<file path="src/rtl/sync_pulse_gen.sv">
`default_nettype none
// +----------------------------------------------------------------------------+
// | Module      : sync_pulse_gen                                               |
// | Description : Master-side frame timing source. Emits a periodic synclk     |
// |               pulse at the start of every frame of act_prd bins, each bin  |
// |               DIV clk cycles long. Frame length and pulse width are        |
// |               double-buffered and only switch on frame boundaries.        |
// | Revision    : 1.0 - initial release                                        |
// +----------------------------------------------------------------------------+
module sync_pulse_gen #(
   parameter int DIV     = 200,
   parameter int DEF_PRD = 640,
   parameter int DEF_PW  = 20,
   parameter int MIN_PRD = 601
) (
   input  logic        clk,
   input  logic        reset,
   input  logic        en,
   input  logic        cfg_load,
   input  logic [9:0]  cfg_prd,
   input  logic [7:0]  cfg_pw,
   output logic        synclk,
   output logic        frame_start,
   output logic        bin_tick,
   output logic [15:0] frame_cnt,
   output logic        busy,
   output logic        cfg_err
);

   localparam logic [7:0] DIV_LAST  = 8'(DIV - 1);
   localparam logic [8:0] PW_MAX    = 9'(DIV - 1);
   localparam logic [9:0] PRD_RST   = 10'(DEF_PRD);
   localparam logic [7:0] PW_RST    = 8'(DEF_PW);
   localparam logic [9:0] PRD_FLOOR = 10'(MIN_PRD);

   typedef enum logic [0:0] {
      IDLE = 1'b0,
      RUN  = 1'b1
   } state_t;

   state_t      state;
   state_t      state_nxt;
   logic        load_act;

   logic [7:0]  clk_cnt;
   logic [9:0]  bin_cnt;
   logic [9:0]  act_prd;
   logic [7:0]  act_pw;
   logic [9:0]  pend_prd;
   logic [7:0]  pend_pw;

   logic        running;
   logic        bin_last;
   logic        frame_end;
   logic        frame_head;
   logic        cfg_ok;

   assign running    = (state == RUN);
   assign bin_last   = (clk_cnt == DIV_LAST);
   assign frame_end  = running && bin_last && (bin_cnt == (act_prd - 10'd1));
   assign frame_head = running && (bin_cnt == 10'd0) && (clk_cnt == 8'd0);
   assign cfg_ok     = (cfg_prd >= PRD_FLOOR) && (cfg_pw != 8'd0) &&
                       ({1'b0, cfg_pw} <= PW_MAX);
   assign busy       = running;

   // Next-state logic: leave IDLE on en, leave RUN only at a frame boundary.
   always_comb begin
      state_nxt = state;
      load_act  = 1'b0;
      case (state)
         IDLE: begin
            if (en) begin
               state_nxt = RUN;
               load_act  = 1'b1;
            end
         end
         RUN: begin
            if (frame_end) begin
               load_act = 1'b1;
               if (!en) begin
                  state_nxt = IDLE;
               end
            end
         end
         default: state_nxt = IDLE;
      endcase
   end

   // State register.
   always_ff @(posedge clk or negedge reset) begin
      if (!reset) begin
         state <= IDLE;
      end else begin
         state <= state_nxt;
      end
   end

   // Clock-in-bin and bin-in-frame counters; parked at zero while idle.
   always_ff @(posedge clk or negedge reset) begin
      if (!reset) begin
         clk_cnt <= 8'd0;
         bin_cnt <= 10'd0;
      end else if (!running) begin
         clk_cnt <= 8'd0;
         bin_cnt <= 10'd0;
      end else if (bin_last) begin
         clk_cnt <= 8'd0;
         bin_cnt <= frame_end ? 10'd0 : bin_cnt + 10'd1;
      end else begin
         clk_cnt <= clk_cnt + 8'd1;
      end
   end

   // Pending config takes legal loads; active config copies pending at frame start.
   // Active reads the old pending value, so a load on the boundary edge waits a frame.
   always_ff @(posedge clk or negedge reset) begin
      if (!reset) begin
         pend_prd <= PRD_RST;
         pend_pw  <= PW_RST;
         act_prd  <= PRD_RST;
         act_pw   <= PW_RST;
      end else begin
         if (cfg_load && cfg_ok) begin
            pend_prd <= cfg_prd;
            pend_pw  <= cfg_pw;
         end
         if (load_act) begin
            act_prd <= pend_prd;
            act_pw  <= pend_pw;
         end
      end
   end

   // Registered outputs, all one cycle behind the counters.
   always_ff @(posedge clk or negedge reset) begin
      if (!reset) begin
         synclk      <= 1'b0;
         frame_start <= 1'b0;
         bin_tick    <= 1'b0;
         frame_cnt   <= 16'd0;
         cfg_err     <= 1'b0;
      end else begin
         synclk      <= running && (bin_cnt == 10'd0) && (clk_cnt < act_pw);
         frame_start <= frame_head;
         bin_tick    <= running && bin_last;
         cfg_err     <= cfg_load && !cfg_ok;
         if (frame_head) begin
            frame_cnt <= frame_cnt + 16'd1;
         end
      end
   end

endmodule
`default_nettype wire

</file>
<file path="config.mk">
export PLATFORM = sky130hd
export DESIGN_NAME = sync_pulse_gen
export DESIGN_NICKNAME = d
export VERILOG_FILES = /design/src/rtl/sync_pulse_gen.sv
export SDC_FILE = /design/constraint.sdc
export NUM_CORES = 1
export LEC_CHECK = 0
export ABC_CLOCK_PERIOD_IN_PS = 5800
export BUFFER_PORTS_ARGS = -buffer_cell sky130_fd_sc_hd__clkbuf_2
export CAP_MARGIN = 20
export CORE_MARGIN = 2
export CORE_UTILIZATION = 45
export CTS_CLUSTER_DIAMETER = 150
export DETAILED_ROUTE_END_ITERATION = 6
export PLACE_DENSITY = 0.66
export RECOVER_POWER = 25
export SYNTH_ARGS = -nofsm -noshare
export SYNTH_HDL_FRONTEND = slang
export SYNTH_SLANG_ARGS = --single-unit
</file>
<file path="constraint.sdc">
create_clock -name clk -period 5.8 [get_ports clk]
set_input_delay 0.29 -clock clk [delete_from_list [all_inputs] [get_ports clk]]
set_output_delay 0.29 -clock clk [all_outputs]
set_load 0.02 [all_outputs]
</file>
After elaboration in Yosys (flattened, before gate mapping)
Cells that the tools add are included.

cells by class
  magnitude comparators = 3
  muxes and demuxes = 10
  reduce and logical (&&, ||, !) cells = 13
  equality and inequality tests = 3
  bitwise operators = 1
  $add $sub $neg = 4

operators with widths
  operator                                               number
  two-way mux 10 bit                                     3
  adder 16 x 1 -> 16 bit, second input constant          1
  two-way mux 8 bit                                      2
  adder 10 x 1 -> 10 bit, second input constant          1
  equality test 10 bit                                   1
  >= comparator 10 bit, second input constant            1
  zero test 10 bit                                       1
  subtractor 10 x 1 -> 10 bit, second input constant     1
  logical AND 1 bit                                      9
  adder 8 x 1 -> 8 bit, second input constant            1
  equality test 8 bit, second input constant             1
  less-or-equal comparator 8 bit, second input constant  1
  zero test 8 bit                                        1
  < comparator 8 bit                                     1
  nonzero test 8 bit                                     1
  case mux 1 bit (2 select lines)                        2
  two-way mux 1 bit                                      3
  != test 2 x 1 -> 1 bit, second input constant          1
  zero test 1 bit                                        1
  NOT 1 bit                                              1

word-level totals
  logic and storage cells = 46
  bits of input ports = 22
  bits in registers = 75
  output and inout bits = 21

Longest topological paths before layout
Gate-level depths: netlist of run 1.

  word-level depth = 6
  mapped depth = 9
  gate-level depth less buffers = 8

Worst setup path before layout of run 1
OpenSTA, ideal clock, no wires.

  path kind = reg2reg
  start point = register act_prd[0]
  end point = register act_prd[1]
  buffers on the path = 1
  period minus slack after synthesis = 2363 ps
  library setup time = 125 ps
  data arrival time = 2238 ps
  required time = 5675 ps
  stages on the path, launching flop included = 10
  slack = 3437 ps
  cells stage by stage = dfrtp_1 > inv_1 > ha_1 > nor4b_2 > nor2b_1 > xnor2_1 > nand4_1 > o22ai_4 > buf_12 > mux2_4

between the ends
  longest elaborated chain between the ends = 5

ends and longest elaborated chain
  item                             RTL line  source
  start, declared                  47        logic [9:0] act_prd;
  start signal, assigned           128       act_prd <= pend_prd;
  subtractor 10 x 1 -> 10 bit      60        assign frame_end = running && bin_last && (bin_cnt == (act_prd - 10'd1));
  equality test 10 bit             60
  logical AND 1 bit                60
  two-way mux 1 bit                78        if (frame_end) begin
  case mux 1 bit (2 select lines)  70        case (state)

Every way passes these cells.
A chain may end at the register's enable or synchronous reset.

==> run summary, run 1 <==
result of the run - finished with violations
violations in the final reports - max-capacitance violations, max-slew violations
Pint - 744 uW
clock root buffer - sky130_fd_sc_hd__clkbuf_8
Post-Syn Area per Cell - 11.8 um^2
async set or reset register ratio after synthesis - 100%
routability cong. - 0.911
leading cell type in the layout, fill and taps excluded - sky130_fd_sc_hd__dfrtp_1
number of I/O port buffers - 42
clock buffer depth - 2
Final Net Count - 402
number of enable flip-flop cells after synthesis - 0
antenna violations before repair - 0
static leakage - 0.00197 uW
clock latency on the worst-skew pair - 0.35 ns
Synth Net Count - 356
met3 routing resource usage after global routing - 5.17%
unrepaired setup endpoints after global routing - no
main flop type after synthesis - sky130_fd_sc_hd__dfrtp_1
slew at the pin closest to its max-slew limit - 3.73 ns
cell family with most CP delay - buffers and inverters
top-level I/O count - 43
count of filler cells inserted in the layout - 747
CTS clk-pin slew, worst paths - 0.07 ns
leading cell types in the layout, fill and taps excluded - sky130_fd_sc_hd__dfrtp_1 (67), sky130_fd_sc_hd__clkbuf_2 (41), sky130_fd_sc_hd__mux2_2 (26), sky130_fd_sc_hd__nor2_1 (25), sky130_fd_sc_hd__xnor2_1 (21)
Starting Density - 46.2%
Yosys reg bits - 75
grt ovf - 0
Setup TNS - 0 ns
Synth area leaders - sky130_fd_sc_hd__dfrtp_1 (44%), sky130_fd_sc_hd__mux2_2 (7.7%), sky130_fd_sc_hd__dfstp_2 (5.5%)
maximum number of pins on one net before global-route repair - 76
Std-Cell Rows - 33
post-detailed-placement cell area - 4090 um^2
Final Skew - 0.0120 ns
max_slew headroom - -149%
die height - 95.9 um
buffer and inverter count on the worst path - 1
share of the clock period used by the worst path after layout - 57.2%
die outline width - 95.9 um
Pre-antenna DRT Iters - 4
vias per cell - 5.23
kind of end point of the critical path - async pin
placed wire-length estimate - 5.02 mm
post-CTS setup repair buffer count - 0
diodes inserted - 0
number of clock sinks - 75
number of gates resized after cts - 0
post-detailed-routing wire length - 6.71 mm
netlist area before placement - 3800 um^2
post-synthesis cell type with the largest combined area - sky130_fd_sc_hd__dfrtp_1
vias in the first global route - 2468
met2 Resource Use GR - 26.7%
final hold viol count - 0
die outline area - 9190 um^2
post-synthesis instance total - 321
launch point of the worst path - reset
sort of element at the start of the critical path - input port
global routing usage on met1 - 22.0%
synthesis-to-finish area growth - 12.3%
Yosys top cell area share - 44.1%
launch instance of the worst register-to-register path - act_prd[0]
kind of path behind the tightest hold check - input port to register
crit path time final - 3.32 ns
CTS tree - built
wire length per cell - 14.1 um
number of buffers inserted for hold repair after clock tree synthesis - 0
core box area - 8220 um^2
portion of the post-synthesis area used by sequential elements - 49.7%
switching share of total power - 23.7%
DR vias - 2495
peak fanout along the critical path - 75
fraction of power consumed by the clock network - 36.8%
number of CTS-inserted buffers - 9
Psw - 231 uW
remaining antenna violation count after routing - 0
htree depth - 3
synth warn - 0
share of cells above drive strength 1 - 30.9%
final setup violation count - 0
sequential fraction of design power - 58.0%
Total GRT Usage - 16.9%
worst stage delay on the critical path - 2.58 ns
DRC viols - 0
CP Data Required Time - 5.40 ns
Worst EP arrival - 2.92 ns
number of distinct library cells after synthesis - 50
total power per unit cell area - 228 nW/um^2
Slew Limit Fails - 76
global-route wire length before repair - 11.8 mm
post-route cell area - 4270 um^2
setup slack of the critical path after layout - 2.48 ns
highest-utilization routing layer at the global route stage - met2
cell type of the slowest stage on the worst timing path - sky130_fd_sc_hd__clkbuf_1
start point of the worst min-delay path - en
max capacitance violation total - 1
ordered list of cells on the worst path - clkbuf_1
worst supply voltage drop on vdd - 169 uV
Starting DRT DRC Count - 93
combinational cell fraction of total power - 5.2%
top achievable clock speed - 302 MHz
kind of critical path - input port to async pin
worst slack, placed - 3.00 ns
overall power consumption - 975 uW
==> stage by stage <==
step | utilization (%) | cells | hold slack (ns)
floorplan | - | 321 | -0.00559
global placement | 49.8 | 461 | 0.460
detailed placement | 49.8 | 461 | 0.461
CTS | 52.0 | 477 | 0.0886
global route | 52.0 | 477 | 0.156
finish | 52.0 | 477 | 0.162
==> registers in the layout (all words and copies together) (netlist names), 8 cells and up <==
name / cells
act_prd: 10
act_pw: 8
bin_cnt: 10
clk_cnt: 8
frame_cnt: 16
pend_prd: 10
pend_pw: 8
==> worst paths after layout <==
kind	end	slack [ns]	depth (start not counted)
worst max-delay path	act_prd[4]	2.48	1
worst min-delay path	busy	0.16	3
worst max register to register	act_prd[0]	3.00	8
worst min register to register	frame_cnt[15]	0.47	1
max in group clk	act_prd[0]	3.00	8
min in group asynchronous	frame_cnt[0]	1.20	1
==> area by class of cell <==
cell class / instances / area, um^2 / share of cell area [%]
sequential: 75 / 1890 / 44.2
multi-input combinational: 221 / 1800 / 42.1
timing repair buffer: 42 / 209 / 4.89
clock buffer: 10 / 138 / 3.22
tap: 105 / 131 / 3.08
inverter: 18 / 67.6 / 1.58
clock inverter: 6 / 41.3 / 0.967
==> power by group through the flow <==
stage | registers [uW] | logic [uW] | clock network (uW)
after detailed placement | 576 | 52.4 | 0
after global placement | 574 | 50.4 | 0
after CTS | 566 | 52.5 | 372
after global routing | 569 | 57.9 | 402
after floorplan | 570 | 29.2 | 0
final | 565 | 50.4 | 359
==> cells by family (layout without fill, tap and decap cells) <==
group | after synthesis | count (layout) | share of synthesized area (%)
compound gates | 29 | 29 | 5.80
fa+ha+maj | 13 | 13 | 4.28
buf+inv | 25 | 76 | 3.10
mux | 37 | 37 | 11.9
xor+xnor | 39 | 39 | 8.99
flops | 75 | 75 | 49.7
simple gates | 103 | 103 | 16.3
==> synth_stat cells, drive strengths merged, types with 8 or more instances <==
cell / instances
nand3: 14
nand4: 12
dfrtp: 67
and2: 8
ha: 13
mux2: 36
inv: 18
nor2: 25
xor2: 18
dfstp: 8
nand2: 15
xnor2: 21
==> routing by layer <==
layer | up-vias | wire length (um)
met4 | 0 | 87
li1 | 1224 | -
met1 | 1204 | 3190
met2 | 59 | 3120
met5 | - | 0
met3 | 8 | 311
Note: power is estimated with default switching activity, not from simulation.
==> inputs of run 2 (changes only) <==
Settings changed: ABC_CLOCK_PERIOD_IN_PS 5800 to 3250.
Clock period 5.8 ns to 3.25 ns, I/O delays scaled along.
==> run 2 against run 1 <==
  * The run still ends with max-capacitance violations, max-slew violations left
  * Via count up 1.6%
  * Worst setup slack worse by 1.8 ns
  * Global-route usage up 0.20 points
  * Die area unchanged
==> run summary, run 2 (synthesis gave the netlist of run 1 again) <==
die height - 95.9 um (unchanged)
placed wire-length estimate - 5.03 mm (+0.18%)
cell family with most CP delay - simple AND/OR/NAND/NOR gates
worst supply voltage drop on vdd - 312 uV (+85%)
worst-case register-to-register setup slack - 0.66 ns (-2.34 ns)
max capacitance violation total - 1 (unchanged)
CTS tree - built
peak fanout along the critical path - 18 (-76%)
die outline width - 95.9 um (unchanged)
Std-Cell Rows - 33 (unchanged)
Starting Density - 46.2% (unchanged)
cell type of the slowest stage on the worst timing path - sky130_fd_sc_hd__dfrtp_1
top achievable clock speed - 386 MHz
number of gates resized after cts - 0 (unchanged)
Final Skew - 0.0106 ns (-0.00138 ns)
CTS clk-pin slew, worst paths - 0.08 ns (about the same)
Worst R2R Path Depth - 9 (+1)
grt ovf - 0 (unchanged)
vias per cell - 5.29 (+1.1%)
leading cell type in the layout, fill and taps excluded - sky130_fd_sc_hd__dfrtp_1
share of the clock period used by the worst path after layout - 79.8%
CP Data Required Time - 3.48 ns (-1.92 ns)
unrepaired setup endpoints after global routing - no
worst slack, placed - 0.655 ns (-2.35 ns)
diodes inserted - 0 (unchanged)
Starting DRT DRC Count - 51 (-45%)
vias in the first global route - 2453 (-0.61%)
clock buffer depth - 2 (unchanged)
number of clock sinks - 75 (unchanged)
ordered list of cells on the worst path - inv_1, ha_1, nor4b_2, nor2b_1, xnor2_1, nand4_1, o22ai_4, buf_4, mux2_2
number of I/O port buffers - 42 (unchanged)
global-route wire length before repair - 11.8 mm (about the same)
worst hold path endpoint - busy
final setup violation count - 0 (unchanged)
antenna violations before repair - 0 (unchanged)
htree depth - 3 (unchanged)
wire length per cell - 14.5 um (+2.8%)
start point of the worst min-delay path - en
remaining antenna violation count after routing - 0 (unchanged)
synthesis-to-finish area growth - 14.1%
overall power consumption - 1990 uW (+100%)
count of filler cells inserted in the layout - 739 (-1.1%)
Slew Limit Fails - 76 (unchanged)
DRC viols - 0 (unchanged)
number of flip-flops in the largest register - 16 (unchanged)
endpoint of the worst-slack reg-to-reg timing path - act_prd[0]
post-CTS setup repair buffer count - 0 (unchanged)
worst stage delay on the critical path - 0.43 ns (-2.15 ns)
DR vias - 2534 (+1.6%)
slew at the pin closest to its max-slew limit - 1.76 ns (-1.97 ns)
setup slack of the critical path after layout - 0.658 ns (-1.83 ns)
die outline area - 9190 um^2 (unchanged)
utilization after layout - 52.8% (+0.81 points)
core box area - 8220 um^2 (unchanged)
max_slew headroom - -17.2% (+130 points)
violations in the final reports - max-capacitance violations, max-slew violations
post-detailed-routing wire length - 6.93 mm (+3.2%)
Final Net Count - 404 (+0.50%)
kind of path behind the tightest hold check - input port to register
crit path time final - 2.59 ns
final hold viol count - 0 (unchanged)
sequential cell area - 1890 um^2 (unchanged)
Pre-antenna DRT Iters - 4 (unchanged)
clock root buffer - sky130_fd_sc_hd__clkbuf_8
launch instance of the worst register-to-register path - act_prd[0]
maximum number of pins on one net before global-route repair - 76 (unchanged)
number of CTS-inserted buffers - 9 (unchanged)
Biggest register - frame_cnt
worst hold path depth - 3 (unchanged)
result of the run - finished with violations
Worst EP arrival - 2.82 ns (-0.10 ns)
post-detailed-placement cell area - 4100 um^2 (+0.18%)
sort of element at the start of the critical path - register
kind of end point of the critical path - register
static leakage - 0.00195 uW (-1.0%)
Total GRT Usage - 17.1% (+0.20 points)
area taken by multi-input logic gates - 1800 um^2 (unchanged)
top-level I/O count - 43 (unchanged)
routability cong. - 0.894 (-1.9%)
leading cell types in the layout, fill and taps excluded - sky130_fd_sc_hd__dfrtp_1 (67), sky130_fd_sc_hd__mux2_2 (26), sky130_fd_sc_hd__nor2_1 (25), sky130_fd_sc_hd__clkbuf_1 (22)
kind of critical path - register to register
buffer and inverter count on the worst path - 2 (+1)
total power per unit cell area - 460 nW/um^2 (+100%)
share of cells above drive strength 1 - 25.4% (-5.5 points)
post-route cell area - 4340 um^2 (+1.6%)
clock latency on the worst-skew pair - 0.35 ns (about the same)
Setup TNS - 0 ns (unchanged)
run 2: layout make-up:
class                   instances  share of cell area, %
flip-flops and latches         75                   43.5
multi-input cells             221                   41.4
repair buffers                 44                   4.65
clock buffers                  12                   3.58
well taps                     105                   3.03
clock inverters                 4                   2.25
inverters                      18                   1.56
run 2: stage by stage:
stage / hold WS, ns / std cells
after floorplan: -0.133 / 321
after global placement: 0.361 / 462
after detailed placement: 0.356 / 462
after CTS: 0.0208 / 479
after global routing: 0.0253 / 479
final: 0.0331 / 479
run 2: timing repair:
| item | CTS | global route |
|---|---|---|
| hold endpoints to repair | 67 | 0 |
| hold buffers | 1 | 0 |
| endpoints found under the setup margin | 0 | 0 |
run 2: how the worst max path moves through the flow:
stage | from | endpoint | slack (ns) | cells past startpoint
after floorplan | act_prd[0] | act_prd[1] | 0.89 | 9
after global placement | act_prd[0] | act_pw[6] | 0.74 | 9
after detailed placement | act_prd[0] | act_prd[0] | 0.65 | 9
after CTS | act_prd[0] | act_prd[0] | 0.64 | 9
after global routing | act_prd[0] | act_prd[0] | 0.46 | 9
final | act_prd[0] | act_prd[0] | 0.66 | 9
run 2: per-layer routing:
layer	track usage, %	part of all wire, %
met5	0	0
met2	26.8	46
met4	6.90	1.6
met1	22.1	48
met3	5.01	5.0
run 2: tightest hold or removal path, cell delays in order:
cell and delay (ns):
sky130_fd_sc_hd__clkbuf_2 0.07, sky130_fd_sc_hd__inv_1 0.06, sky130_fd_sc_hd__nand2_1 0.06
run 2: report_power, final:
| group | internal [uW] | total [uW] | switching, uW |
|---|---|---|---|
| sequential | 984 | 1010 | 23.8 |
| clock | 553 | 894 | 342 |
| combinational | 48.8 | 90.6 | 41.8 |
==> inputs of run 3 (changes only) <==
Settings changed: ABC_CLOCK_PERIOD_IN_PS 3250 to 2540.
Clock period 3.25 ns to 2.54 ns, I/O delays scaled along.
==> run 3 against run 2 <==
  * Combinational power is 31% higher
  * Flip-flop and latch count stayed put
  * Register-to-register slack worse by 0.52 ns
  * The run still ends with max-capacitance violations, max-slew violations left
  * Clock power is 28% higher
  * Sequential share of layout area is 1.3 points lower
  * Largest power group unchanged
  * Highest routed layer unchanged
  * Routed wire length is 1.7% higher
  * Critical path depth stayed put
==> run summary, run 3 (synthesis gave the netlist of run 1 again) <==
result of the run - finished with violations
violations in the final reports - max-capacitance violations, max-slew violations
crit path time final - 2.41 ns (-0.186 ns)
placed wire-length estimate - 5.06 mm (+0.57%)
post-detailed-routing wire length - 7.04 mm (+1.7%)
number of I/O port buffers - 42 (unchanged)
sort of element at the start of the critical path - register
number of flip-flops in the largest register - 16 (unchanged)
top achievable clock speed - 415 MHz (+7.7%)
hold slack - 0.0195 ns (-0.0136 ns)
cell family with most CP delay - simple AND/OR/NAND/NOR gates
number of CTS-inserted buffers - 9 (unchanged)
ordered list of cells on the worst path - inv_1, ha_2, nor4b_4, nor2b_4, xnor2_1, nand4_1, o22ai_4, buf_12, mux2_2
remaining antenna violation count after routing - 0 (unchanged)
worst stage delay on the critical path - 0.42 ns (about the same)
Biggest register - frame_cnt
vias per cell - 5.22 (-1.4%)
Setup TNS - 0 ns (unchanged)
post-detailed-placement cell area - 4180 um^2 (+2.0%)
grt ovf - 0 (unchanged)
static leakage - 0.00204 uW (+4.5%)
CP Data Required Time - 2.77 ns (-0.71 ns)
leading cell types in the layout, fill and taps excluded - sky130_fd_sc_hd__dfrtp_1 (67), sky130_fd_sc_hd__mux2_2 (26), sky130_fd_sc_hd__nor2_1 (25), sky130_fd_sc_hd__clkbuf_1 (22)
kind of path behind the tightest hold check - input port to register
post-route cell area - 4470 um^2 (+3.1%)
max capacitance violation total - 1 (unchanged)
antenna violations before repair - 0 (unchanged)
final hold viol count - 0 (unchanged)
top-level I/O count - 43 (unchanged)
cell type of the slowest stage on the worst timing path - sky130_fd_sc_hd__dfrtp_1
worst supply voltage drop on vdd - 521 uV (+67%)
setup slack of the critical path after layout - 0.133 ns (-0.524 ns)
global-route wire length before repair - 12.0 mm (+1.6%)
kind of critical path - register to register
clock root buffer - sky130_fd_sc_hd__clkbuf_8
Final Net Count - 415 (+2.7%)
max_slew headroom - -19.3% (-2.0 points)
Slew Limit Fails - 76 (unchanged)
count of filler cells inserted in the layout - 723 (-2.2%)
routability cong. - 0.798 (-11%)
Starting Density - 46.2% (unchanged)
die outline area - 9190 um^2 (unchanged)
peak fanout along the critical path - 9 (-9)
die height - 95.9 um (unchanged)
unrepaired setup endpoints after global routing - no
CTS tree - built
DR vias - 2557 (+0.91%)
core box area - 8220 um^2 (unchanged)
htree depth - 3 (unchanged)
maximum number of pins on one net before global-route repair - 76 (unchanged)
area taken by multi-input logic gates - 1810 um^2 (+1.0%)
wire length per cell - 14.4 um (-0.62%)
total power per unit cell area - 571 nW/um^2 (+24%)
worst slack, placed - 0.100 ns (-0.555 ns)
leading cell type in the layout, fill and taps excluded - sky130_fd_sc_hd__dfrtp_1
slew at the pin closest to its max-slew limit - 1.79 ns (+0.0301 ns)
clock latency on the worst-skew pair - 0.35 ns (about the same)
Pre-antenna DRT Iters - 4 (unchanged)
synthesis-to-finish area growth - 17.6%
clock buffer depth - 2 (unchanged)
final setup violation count - 0 (unchanged)
share of the clock period used by the worst path after layout - 94.8% (+15 points)
number of clock sinks - 75 (unchanged)
vias in the first global route - 2552 (+4.0%)
Total GRT Usage - 17.0% (-0.039 points)
CTS clk-pin slew, worst paths - 0.08 ns (about the same)
DRC viols - 0 (unchanged)
Starting DRT DRC Count - 75 (+47%)
die outline width - 95.9 um (unchanged)
diodes inserted - 0 (unchanged)
Std-Cell Rows - 33 (unchanged)
Final Skew - 0.0107 ns (+0.000135 ns)
sequential cell area - 1890 um^2 (unchanged)
post-CTS setup repair buffer count - 0 (unchanged)
kind of end point of the critical path - register
Worst EP arrival - 2.63 ns (-0.19 ns)
share of cells above drive strength 1 - 27.8% (+2.4 points)
buffer and inverter count on the worst path - 2 (unchanged)
==> run 3: final timing paths <==
path                       cells past startpoint            end          start  slack, ns
min reg2reg                                    1  frame_cnt[15]  frame_cnt[15]       0.47
min in group asynchronous                      2   frame_cnt[0]          reset       0.79
max                                            9     act_prd[0]     act_prd[1]       0.13
max reg2reg                                    9     act_prd[0]     act_prd[1]       0.13
max in group asynchronous                      2    pend_prd[3]          reset       0.68
min                                            2    pend_prd[6]     cfg_prd[6]       0.02
==> run 3: what timing repair did <==
item,CTS,global route
gates resized for setup,0,4
endpoints found under the setup margin,0,16
hold buffers,2,0
hold endpoints to repair,68,0
==> run 3: final cells by class <==
type / count / share of cell area [%]
clock inverters: 4 / 2.18
repair buffers: 55 / 7.08
inverters: 18 / 1.51
clock buffers: 12 / 3.47
flip-flops and latches: 75 / 42.2
multi-input cells: 221 / 40.6
well taps: 105 / 2.94
==> run 3: through the flow <==
| step | util, % | std cells | power [uW] |
|---|---|---|---|
| after floorplan | - | 321 | 1370 |
| after global routing | 54.4 | 490 | 2670 |
| after detailed placement | 50.9 | 471 | 1440 |
| after global placement | 50.9 | 471 | 1430 |
| final | 54.4 | 490 | 2550 |
| after CTS | 54.2 | 489 | 2580 |
==> run 3: power breakdown <==
group,total (uW),internal [uW],switching [uW]
Sequential,1290,1260,32.9
Combinational,119,64.5,54.5
Clock,1140,707,436
==> run 3: worst reg2reg max path, stage by stage (launching register included) <==
cell and delay (ns):
sky130_fd_sc_hd__dfrtp_1 0.42, sky130_fd_sc_hd__inv_1 0.07, sky130_fd_sc_hd__ha_2 0.20, sky130_fd_sc_hd__nor4b_4 0.29, sky130_fd_sc_hd__nor2b_4 0.22, sky130_fd_sc_hd__xnor2_1 0.15
sky130_fd_sc_hd__nand4_1 0.19, sky130_fd_sc_hd__o22ai_4 0.24, sky130_fd_sc_hd__buf_12 0.18, sky130_fd_sc_hd__mux2_2 0.34
==> run 3: layer usage <==
layer  global-route usage [%]  vias to the layer above  share of wire, %  routed length (um)
li1                         -                     1239                 -                   -
met1                     21.7                     1251                47                3320
met2                     28.1                       57                47                3290
met3                     4.39                       10               4.5                 318
met4                     5.83                        0               1.6                 110
met5                        0                        -                 0                   0
